`src/rtl/spi_master.sv`:
```
// Single-byte SPI master, mode 0 (CPOL=0, CPHA=0), MSB first.
// A one-cycle spi_start strobe in IDLE latches data_send, drops chip-select
// and runs eight SCLK periods. MOSI is launched on SCLK falling edges, and the
// first bit is launched at the start edge. MISO is sampled on SCLK rising
// edges. At the eighth falling edge the byte is delivered and a coincident
// one-cycle send_done/rec_done pulse is issued.
//
// Handshake: spi_start is a request sampled on every rising sys_clk edge
// while idle. There is no ready output. A request made while a byte is in
// flight is dropped, not queued, and holding spi_start high produces
// back-to-back bytes separated by one idle cycle.
//
// All outputs are registered. Next values for the FSM and every register are
// computed in one combinational block, and one sequential block stores them.
module spi_master #(
  parameter int HALF_PERIOD = 4
) (
  input  logic       sys_clk,
  input  logic       sys_reset_n,
  input  logic       spi_start,
  input  logic [7:0] data_send,
  output logic [7:0] data_receive,
  output logic       send_done,
  output logic       rec_done,
  input  logic       spi_miso,
  output logic       spi_sclk,
  output logic       spi_cs_n,
  output logic       spi_mosi
);

  localparam int CW = (HALF_PERIOD > 1) ? $clog2(HALF_PERIOD) : 1;
  localparam logic [CW-1:0] HALF_LAST = CW'(HALF_PERIOD - 1);

  typedef enum logic {
    IDLE = 1'b0,
    XFER = 1'b1
  } state_t;

  state_t        state, state_n;
  logic [CW-1:0] half_cnt, half_cnt_n;
  logic [2:0]    bit_cnt, bit_cnt_n;
  // Only the seven bits still to be sent are kept. The MSB goes straight
  // onto spi_mosi at the start edge.
  logic [6:0]    tx_shift, tx_shift_n;
  logic [7:0]    rx_shift, rx_shift_n;
  logic [7:0]    data_receive_n;
  logic          sclk_n, cs_n_n, mosi_n, done_n;

  // Next-state and next-output logic. Every register holds by default.
  always_comb begin
    state_n        = state;
    half_cnt_n     = half_cnt;
    bit_cnt_n      = bit_cnt;
    tx_shift_n     = tx_shift;
    rx_shift_n     = rx_shift;
    data_receive_n = data_receive;
    sclk_n         = spi_sclk;
    cs_n_n         = spi_cs_n;
    mosi_n         = spi_mosi;
    done_n         = 1'b0;

    case (state)
      IDLE: begin
        sclk_n = 1'b0;
        cs_n_n = 1'b1;
        mosi_n = 1'b0;
        if (spi_start) begin
          tx_shift_n = data_send[6:0];
          cs_n_n     = 1'b0;
          mosi_n     = data_send[7];
          half_cnt_n = '0;
          bit_cnt_n  = '0;
          state_n    = XFER;
        end
      end

      XFER: begin
        if (half_cnt == HALF_LAST) begin
          half_cnt_n = '0;
          if (!spi_sclk) begin
            // Rising SCLK edge: capture the slave's bit at the LSB.
            sclk_n     = 1'b1;
            rx_shift_n = {rx_shift[6:0], spi_miso};
          end else if (bit_cnt != 3'd7) begin
            // Falling SCLK edge: launch the next bit a half-period early.
            sclk_n     = 1'b0;
            mosi_n     = tx_shift[6];
            tx_shift_n = {tx_shift[5:0], 1'b0};
            bit_cnt_n  = bit_cnt + 3'd1;
          end else begin
            // Eighth falling edge: deliver the byte and return to idle.
            sclk_n         = 1'b0;
            cs_n_n         = 1'b1;
            mosi_n         = 1'b0;
            data_receive_n = rx_shift;
            done_n         = 1'b1;
            state_n        = IDLE;
          end
        end else begin
          half_cnt_n = half_cnt + CW'(1);
        end
      end

      default: state_n = IDLE;
    endcase
  end

  // State and output registers, asynchronously cleared.
  always_ff @(posedge sys_clk or negedge sys_reset_n) begin
    if (!sys_reset_n) begin
      state        <= IDLE;
      half_cnt     <= '0;
      bit_cnt      <= '0;
      tx_shift     <= '0;
      rx_shift     <= '0;
      data_receive <= 8'h00;
      spi_sclk     <= 1'b0;
      spi_cs_n     <= 1'b1;
      spi_mosi     <= 1'b0;
      send_done    <= 1'b0;
      rec_done     <= 1'b0;
    end else begin
      state        <= state_n;
      half_cnt     <= half_cnt_n;
      bit_cnt      <= bit_cnt_n;
      tx_shift     <= tx_shift_n;
      rx_shift     <= rx_shift_n;
      data_receive <= data_receive_n;
      spi_sclk     <= sclk_n;
      spi_cs_n     <= cs_n_n;
      spi_mosi     <= mosi_n;
      send_done    <= done_n;
      rec_done     <= done_n;
    end
  end

endmodule

```
`config.mk`:
```
export PLATFORM = sky130hd
export DESIGN_NAME = spi_master
export DESIGN_NICKNAME = d
export VERILOG_FILES = /design/src/rtl/spi_master.sv
export SDC_FILE = /design/constraint.sdc
export NUM_CORES = 1
export LEC_CHECK = 0
export ABC_AREA = 1
export ABC_CLOCK_PERIOD_IN_PS = 4500
export CORE_ASPECT_RATIO = 1.75
export CORE_MARGIN = 2
export CORE_UTILIZATION = 56
export CTS_CLUSTER_SIZE = 16
export DETAILED_ROUTE_END_ITERATION = 7
export DONT_BUFFER_PORTS = 1
export PLACE_DENSITY = 0.76
export SYNTH_ARGS = -nofsm -noshare
export SYNTH_HDL_FRONTEND = slang
export SYNTH_SLANG_ARGS = --single-unit
```
`constraint.sdc`:
```
create_clock -name sys_clk -period 4.5 [get_ports sys_clk]
set_clock_uncertainty 0.2 [all_clocks]
set_input_delay 0.9 -clock sys_clk [delete_from_list [all_inputs] [get_ports sys_clk]]
set_output_delay 0.9 -clock sys_clk [all_outputs]
set_load 0.01 [all_outputs]
```
==> results.cfg <==
[timing]
tns_ns = 0
min_period_over_period_pct = 44.0
rsz0062_at_grt = no
max_freq_mhz = 505
slew_headroom_pct = 56.3
finalSetupViolations = 0
worst_pin_slew_ns = 0.656
slew_viol_final = 0
hold_violations = 0
finalCriticalPeriod_ns = 1.98

[clock_network]
cts_resized = 0
cts_hold_buffers = 0
clk_pin_slew_ns = 0.07
cts.sinks = 33
clk_latency_ns = 0.28
htree_levels = 2
cts_tree = yes
clock-root-buffer = clkbuf_8
clock_path_buffers = 2
postCtsSetupRepairBufs = 0
cts_buffers = 5

[power_and_ir_drop]
ir_worst_vdd_mv = 0.458
leakage_nw = 0.888
p_per_area_nw_per_um2 = 587
power.total_w = 0.000988

[drt]
drtPass1Iterations = 4
drc_errors = 0
detail-route-antenna-nets = 0
avgRoutedWirePerCell_um = 13.7
via_per_inst = 5.48
first_iter_violations = 19
vias = 1086
wl_mm = 2.71

[floorplanning]
io_pins = 25
coreArea_sq_um = 2690
die_w_um = 44.1
initial_utilization_pct = 58.5
row_count = 25
die_h_um = 74.1
dieArea_sq_um = 3270

[synthesis]
synthArstFlopShare_pct = 100
synthMostInstantiatedCell = nand2_1
synth_ff_type = dfrtp_1
synth_warnings = 0
netlist.area_leader.share_pct = 50.9
yosysTopAreaCell = dfrtp_1
ys_seq_area_share_pct = 52.6
synth_area_sq_um = 1570
syn_inst = 170
yosys-top-cells-area = dfrtp_1, nand2_1, nand3_2
synth_edf_count = 0
yosys-top-cells-count = nand2_1, dfrtp_1, inv_1
synth_nets = 186
ys_types = 21
synth_seq_cells = 33
syn_area_per_cell_sq_um = 9.25

[critical_path]
arrival_ns = 2.00
required_ns = 4.52
cp-startpoint = state$_DFF_PN0_
critPathKind = flop to flop
cp-end-kind = flop
critPathCapture = data_receive[7]$_DFFE_PN0P_
reg2reg_depth = 4
crit_fanout = 19
r2r_setup_slack_ns = 2.52
worstReg2RegEnd = data_receive[7]$_DFFE_PN0P_
regToRegStartpoint = state$_DFF_PN0_
start_kind = flop

[run]
cap_viol_max_count = 0

[outcome]
status = completed

[global_routing]
grt_pass1_wl_mm = 4.65
grt_max_degree = 34
antenna_found_initial = 0
grt.total_usage_pct = 19.7
overflow = 0
grt_pass1_vias = 1120

[worst_hold_path]
hold_path_class = input pin to asynchronous set/reset pin

[place]
gp_congestion = 0.797
portBuffers = 0
dp_hpwl_mm = 1.98

[layout]
drive_gt1_share_pct = 19.9
area_growth_pct = 6.92
n_antenna_cell = 0
final_nets = 186
==> placed cells by master, fill, tap and decap left out, drive strengths merged <==
cell type,instances
bufinv,2
nand4,1
clkbuf,5
inv,18
clkinv,1
dfrtp,32
a21boi,1
a21o,1
nand2,67
ha,4
o21ai,17
a21oi,1
nand3,14
dfstp,1
nor2,5
a22o,1
==> routing by layer <==
| layer | global-route usage (%) | routed length [um] |
|---|---|---|
| met2 | 37.4 | 1580 |
| met3 | 5.34 | 120 |
| met1 | 18.9 | 962 |
| met5 | 0 | 0 |
| met4 | 9.09 | 48 |
==> worst max-delay path: stages (launching register included) <==
cell	delay [ns]
dfrtp_1	0.76
nand4_2	0.57
inv_1	0.26
nand2_1	0.07
nand2_1	0.06
==> registers in the layout, summed over array words and instances (netlist names) <==
register,flops
state,1
spi_mosi,1
rx_shift,8
data_receive,8
spi_sclk,1
half_cnt,2
bit_cnt,3
tx_shift,7
rec_done,1
spi_cs_n,1
==> where the power goes <==
part	total, W	leakage [nW]	internal [W]	switching [W]
logic	0.000206	0.387	0.0000779	0.000128
registers	0.000456	0.433	0.000386	0.0000697
clock network	0.000325	0.0681	0.000220	0.000105
total	0.000988	0.888	0.000684	0.000303
==> final cells by class <==
| class | instances | area [sq um] |
|---|---|---|
| fill | 240 | 1010 |
| multi-input combinational | 112 | 617 |
| inverter | 18 | 70.1 |
| sequential | 33 | 827 |
| clock inverter | 3 | 65.1 |
| clock buffer | 5 | 68.8 |
| tap | 27 | 33.8 |
==> through the flow <==
| step | hold slack [ns] | cells | worst slack, ns | area [sq um] | util, % |
|---|---|---|---|---|---|
| 5_1_grt | 0.0961 | 198 | 2.32 | 1680 | 62.5 |
| 2_1_floorplan | 0.242 | 170 | 2.86 | 1570 | - |
| 4_1_cts | 0.0985 | 198 | 2.48 | 1680 | 62.5 |
| 6_report | 0.108 | 198 | 2.52 | 1680 | 62.5 |
| 3_5_place_dp | 0.261 | 190 | 2.51 | 1550 | 57.5 |
| 3_3_place_gp | 0.259 | 190 | 2.55 | 1550 | 57.5 |
==> logic make-up (layout without fill, tap and decap cells) <==
group                      count (synthesis)  count (layout)  share of synthesized area [%]
AOI/OAI and AO/OA                         21              21                           9.63
buffers and inverters                     25              26                           8.19
DFF                                       33              33                           52.6
adders and majority gates                  4               4                           3.18
and+or+nand+nor                           87              87                           26.4
==> worst min-delay path by stage <==
stage                                              to  slack, ns  depth (start not counted)
after floorplan           data_receive[7]$_DFFE_PN0P_       0.24                          2
after global placement        tx_shift[0]$_DFFE_PN0P_       0.26                          2
after detailed placement      tx_shift[0]$_DFFE_PN0P_       0.26                          2
after CTS                        spi_mosi$_DFFE_PN0P_        0.1                          0
after global routing      data_receive[1]$_DFFE_PN0P_        0.1                          0
final                            spi_mosi$_DFFE_PN0P_       0.11                          0
Note: power is estimated with default switching activity, not from simulation.
